**src/rtl/serial_stream_addsub.sv**
```systemverilog
// ============================================================================
//  Module   : serial_stream_addsub
//  Brief    : Digit-serial adder/subtractor, LSD first, one-cycle registered
//             outputs. Define SERIAL_STREAM_ADDSUB_OVF_EN to build the signed
//             overflow flag; otherwise ovf is tied low.
//  Revision : 1.0
// ============================================================================
`default_nettype none

module serial_stream_addsub #(
    parameter int DIGIT_W   = 1,
    parameter int FRAME_LEN = 8
) (
    input  logic               clk,
    input  logic               rst,
    input  logic               in_valid,
    input  logic               sof,
    input  logic               sub,
    input  logic [DIGIT_W-1:0] A,
    input  logic [DIGIT_W-1:0] B,
    output logic [DIGIT_W-1:0] Y,
    output logic               out_valid,
    output logic               out_last,
    output logic               carry_out,
    output logic               ovf
);

    localparam int                 c_CNT_W    = $clog2(FRAME_LEN);
    localparam logic [c_CNT_W-1:0] c_LAST_IDX = c_CNT_W'(FRAME_LEN - 1);

    typedef enum logic [0:0] {
        IDLE   = 1'b0,
        ACTIVE = 1'b1
    } state_t;

    state_t             r_state;
    logic [c_CNT_W-1:0] r_cnt;
    logic               r_carry;
    logic               r_mode;

    logic               w_first;
    logic [c_CNT_W-1:0] w_idx;
    logic               w_mode;
    logic               w_cin;
    logic               w_last;
    logic [DIGIT_W-1:0] w_b_eff;
    logic [DIGIT_W:0]   w_sum;

    // A first digit restarts the word: index 0, fresh mode, carry-in = sub.
    assign w_first = in_valid && ((r_state == IDLE) || sof);
    assign w_idx   = w_first ? '0  : r_cnt;
    assign w_mode  = w_first ? sub : r_mode;
    assign w_cin   = w_first ? sub : r_carry;
    assign w_last  = (w_idx == c_LAST_IDX);
    assign w_b_eff = w_mode ? ~B : B;
    assign w_sum   = {1'b0, A} + {1'b0, w_b_eff} + {{DIGIT_W{1'b0}}, w_cin};

    always_ff @(posedge clk) begin
        if (rst) begin
            r_state   <= IDLE;
            r_cnt     <= '0;
            r_carry   <= 1'b0;
            r_mode    <= 1'b0;
            Y         <= '0;
            out_valid <= 1'b0;
            out_last  <= 1'b0;
            carry_out <= 1'b0;
        end else begin
            out_valid <= in_valid;
            out_last  <= in_valid && w_last;
            if (in_valid) begin
                Y       <= w_sum[DIGIT_W-1:0];
                r_mode  <= w_mode;
                r_carry <= w_sum[DIGIT_W];
                if (w_last) begin
                    r_state   <= IDLE;
                    r_cnt     <= '0;
                    carry_out <= w_sum[DIGIT_W];
                end else begin
                    r_state <= ACTIVE;
                    r_cnt   <= w_idx + c_CNT_W'(1);
                end
            end
        end
    end

`ifdef SERIAL_STREAM_ADDSUB_OVF_EN
    // Carry into the MSB recovered from the sum bit: s = a ^ b ^ cin.
    logic w_msb_cin;
    assign w_msb_cin = w_sum[DIGIT_W-1] ^ A[DIGIT_W-1] ^ w_b_eff[DIGIT_W-1];

    always_ff @(posedge clk) begin
        if (rst) begin
            ovf <= 1'b0;
        end else if (in_valid && w_last) begin
            ovf <= w_msb_cin ^ w_sum[DIGIT_W];
        end
    end
`else
    assign ovf = 1'b0;
`endif

endmodule

`default_nettype wire

```
**config.mk**
```make
export PLATFORM = sky130hd
export DESIGN_NAME = serial_stream_addsub
export DESIGN_NICKNAME = d
export VERILOG_FILES = /design/src/rtl/serial_stream_addsub.sv
export SDC_FILE = /design/constraint.sdc
export NUM_CORES = 1
export LEC_CHECK = 0
export ABC_AREA = 1
export CORE_MARGIN = 2
export CORE_UTILIZATION = 30
export DETAILED_ROUTE_END_ITERATION = 8
export HOLD_SLACK_MARGIN = 0.02
export SYNTH_ARGS = -nofsm -noshare
export SYNTH_HDL_FRONTEND = slang
export SYNTH_SLANG_ARGS = --single-unit
```
**constraint.sdc**
```tcl
create_clock -name clk -period 1.7 [get_ports clk]
set_input_delay 0.34 -clock clk [delete_from_list [all_inputs] [get_ports clk]]
set_output_delay 0.34 -clock clk [all_outputs]
set_load 0.01 [all_outputs]
```
## Yosys cells after proc, flatten, opt, wreduce, memory -nomap -nowiden

Index checks and enable logic that the tools add are counted.

- Multiplexer cells: 6
- Add/sub/neg operators: 3
- Bitwise operators: 2
- Eq/ne operators: 1
- Reductions and logical operators: 4

Operators by type and width:

| cell | count |
|---|---|
| 3-bit two-way mux | 2 |
| 1-bit two-way mux | 4 |
| 3-bit by 1-bit adder with 3-bit output (second input constant) | 1 |
| 3-bit equality test (second input constant) | 1 |
| 1-bit by 1-bit adder with 2-bit output | 1 |
| 2-bit by 1-bit adder with 2-bit output | 1 |
| 1-bit logical AND | 2 |
| 1-bit NOT | 2 |
| 2-bit AND reduction | 1 |
| 1-bit logical OR | 1 |

- Word-level logic and storage cells: 24
- Input port bits: 7
- Bits in registers: 10

## Longest topological paths before layout

- Depth in word-level cells: 7
- Gate-level depth with buffers: 11
- Mapped depth without buffers: 11

## Least setup slack after synthesis

Ideal clock, no wire load.

- Kind: input port to flip-flop
- Start: in in_valid
- End: reg r_cnt[2]
- Stages: 8
- Arrival: 1.292 ns
- Path slack: 0.289 ns
- Cell sequence: buf_6 nand2_4 inv_1 nor2_1 ha_1 ha_1 o21ai_0 a21oi_1

- Word-level cells in the longest chain between the ends: 4

RTL lines:

| element | RTL line | RTL |
|---|---|---|
| start, declared | 16 | `input logic in_valid,` |
| 1-bit logical AND | 50 | `assign w_first = in_valid && ((r_state == IDLE) \|\| sof);` |
| 3-bit two-way mux | 51 | `assign w_idx = w_first ? '0 : r_cnt;` |
| 3-bit by 1-bit adder with 3-bit output or 3-bit equality test (tied branches) | 81, 54 |  |
| 3-bit two-way mux | 75 | `if (w_last) begin` |
| end signal, assigned | 81 | `r_cnt <= w_idx + c_CNT_W'(1);` |
| end, declared | 37 | `logic [c_CNT_W-1:0] r_cnt;` |

Parallel ways exist; a longest one is shown, timed or not.
A chain may end at the register's enable or synchronous reset.

## Final worst setup path

- Start: in sub
- End: reg Y

- Word-level cells in the longest chain between the ends: 4

RTL lines:

| element | RTL line | RTL |
|---|---|---|
| start, declared | 18 | `input logic sub,` |
| 1-bit two-way mux | 52 | `assign w_mode = w_first ? sub : r_mode;` |
| 1-bit two-way mux | 55 | `assign w_b_eff = w_mode ? ~B : B;` |
| 1-bit by 1-bit adder with 2-bit output | 56 | `assign w_sum = {1'b0, A} + {1'b0, w_b_eff} + {{DIGIT_W{1'b0}}, w_cin};` |
| 2-bit by 1-bit adder with 2-bit output (*) | 56 |  |
| net w_sum[0] | 47 | `logic [DIGIT_W:0] w_sum;` |
| end signal, assigned | 72 | `Y <= w_sum[DIGIT_W-1:0];` |
| end, declared | 21 | `output logic [DIGIT_W-1:0] Y,` |

The timed path passes the listed nets; every way through them passes the cells marked *.

==> results_dict.tcl <==
set metrics [dict create \
    synthCells 59 \
    yosysWarnings 0 \
    clockRootBuffer "clkbuf_4" \
    grt_overflow 0 \
    wl_um 850 \
    final_common_cell "dfxtp_1" \
    crit_fanout 4 \
    p_leak_nw 0.337 \
    drtAntennaViolNets 0 \
    final_cell_mix "dfxtp_1, nor2_1, inv_1, clkdlybuf4s50_1" \
    core_area_um2 1520 \
    ios 12 \
    grt_pass1_wl_mm 1.48 \
    holdCritPathClass "reg -> reg" \
    antenna_found_initial 0 \
    area_growth_pct 35.3 \
    vias 398 \
    grt_max_degree 8 \
    rsz0062_at_grt "false" \
    fin_crit_ps 1600 \
    initial_core_util_pct 32.3 \
    synthesis.nets 69 \
    via_per_inst 4.33 \
    htreeDepth 1 \
    yosysSeqAreaShare_pct 40.6 \
    wl_per_cell_um 9.24 \
    gp_congestion 0.707 \
    peakVddDrop_v 0.000274 \
    antenna_cells 0 \
    cts.path.max_buffers 2 \
    drt_first_pass_iters 2 \
    grt_usage_pct 10.3 \
    critical_path_class "in -> reg" \
    layout-drive-gt1-share_pct 22.4 \
    grt_pass1_vias 381 \
    fin_nets 88 \
    drc 0 \
    clock_latency_ps 260 \
    finalCritPeriodShare_pct 94.1 \
    p_int_w 0.000379 \
    p_sw_w 0.000130 \
    path_clk_slew_ps 60 \
    required_ps 1850 \
    p_clk_share_pct 31.0 \
    fin_tns_setup_ps 0 \
    finalMaxSlewViolations 0 \
    crit_arrival_ps 1750 \
    fmax_ghz 0.625 \
    cts_made_buffers 3 \
    die_height_um 44.5 \
    p_sw_share_pct 25.5 \
    dieArea_um2 1980 \
    hold_violations 0 \
    rows 14 \
    setup.worst_path.start_class "primary input" \
    outcome "complete, no violations" \
    post-dp-hpwl_um 671 \
    endpoint_kind "flip-flop" \
    fin_skew_ps 2.78 \
    finalPower_w 0.000509 \
    setup_viol 0 \
    portBuffers 10 \
    drt_iter0_markers 14 \
    fp.dieW_um 44.5 \
    fin_util_pct 43.8 \
    whs_ps 457 \
    fillers 150 \
    p_per_area_nw_per_um2 764 \
    syn-cell-area_um2 493 \
    pwr-share-comb_pct 19.0 \
    cts_sinks 10 \
    power_frac_seq_pct 50.0 \
    syn_avg_cell_area_um2 8.36 \
    yosysUniqueCellTypes 19 \
    maxCapViolCount 0 \
    cts_tree "built" \
    synth.ff_latch_count 10 \
]
==> repair_timing <==
action | 4_1_cts | 5_1_grt
pin swaps | 6 | 2
endpoints found under the setup margin | 2 | 1
gates resized for setup | 4 | 0
buffers inserted | 1 | 0
hold buffers | 0 | 0
==> power by group through the flow <==
stage | Combinational (W) | Sequential [W] | Clock, W
after floorplan | 0.0000530 | 0.000261 | 0
final | 0.0000966 | 0.000255 | 0.000158
after global routing | 0.000111 | 0.000257 | 0.000172
after global placement | 0.0000959 | 0.000260 | 0
after detailed placement | 0.0000961 | 0.000260 | 0
after CTS | 0.0000990 | 0.000255 | 0.000162
==> final timing paths <==
check | startpoint | cells past startpoint | slack, ps | to
setup / recovery | sub | 8 | 100 | Y$_SDFFE_PP0P_
hold / removal | r_cnt[2]$_SDFFE_PP0P_ | 2 | 460 | r_cnt[2]$_SDFFE_PP0P_
setup reg to reg | r_state$_SDFFE_PP0P_ | 9 | 210 | Y$_SDFFE_PP0P_
hold reg to reg | r_cnt[2]$_SDFFE_PP0P_ | 2 | 460 | r_cnt[2]$_SDFFE_PP0P_
==> sequential cells by signal, indices dropped and copies added, names as in the netlist <==
signal / flops
r_cnt: 3
out_last: 1
r_carry: 1
carry_out: 1
r_state: 1
out_valid: 1
Y: 1
r_mode: 1
==> cells in the mapped netlist <==
library cell | instances | area (µm²)
nor2_4 | 1 | 11.3
inv_1 | 8 | 30.0
nand2_2 | 2 | 12.5
inv_2 | 1 | 3.75
ha_1 | 2 | 25.0
nand3_1 | 3 | 15.0
o21ai_0 | 4 | 20.0
o211ai_1 | 1 | 7.51
nand2_1 | 7 | 26.3
nor2_1 | 9 | 33.8
a21oi_1 | 3 | 15.0
buf_4 | 1 | 7.51
conb_1 | 1 | 3.75
nand2_4 | 2 | 22.5
buf_6 | 1 | 11.3
o211a_1 | 1 | 10.0
nand3_4 | 1 | 17.5
fa_1 | 1 | 20.0
dfxtp_1 | 10 | 200
==> worst max-delay path: stages <==
cell	delay, ps
clkdlybuf4s50_1	510
nand3_4	100
nand2_2	80
nand2_1	50
nand2_1	70
fa_1	420
nor2_1	130
nor2_1	50
==> routing by layer <==
metal / GRT usage, % / wire [µm]
met1: 11.7 / 387
met2: 16.8 / 407
met3: 2.45 / 55
met4: 7.27 / 0
met5: 0 / 0
==> kinds of logic after synthesis <==
logic type,after synthesis,synth area share (%)
AND/OR/NAND/NOR,25,28.2
buffers and inverters,11,10.7
flip-flops,10,40.6
AO/OA/AOI/OAI,9,10.7
adder cells (fa/ha/maj),3,9.14
other,1,0.761
==> stage by stage <==
stage                     setup slack [ps]  instance area, µm²  instances
after floorplan                        289                 493         59
after global placement                -322                 632         88
after detailed placement              -343                 632         88
after CTS                             71.4                 667         92
after global routing                  5.86                 667         92
final                                  101                 667         92
==> layout make-up <==
type / count / area (µm²) / area share (%)
Inverter: 9 / 33.8 / 5.07
Clock buffer: 3 / 22.5 / 3.38
Multi-Input combinational cell: 38 / 248 / 37.1
Sequential cell: 10 / 200 / 30.0
Timing Repair Buffer: 16 / 143 / 21.4
Tap cell: 16 / 20.0 / 3.00
Power figures use the tool's default switching activity.
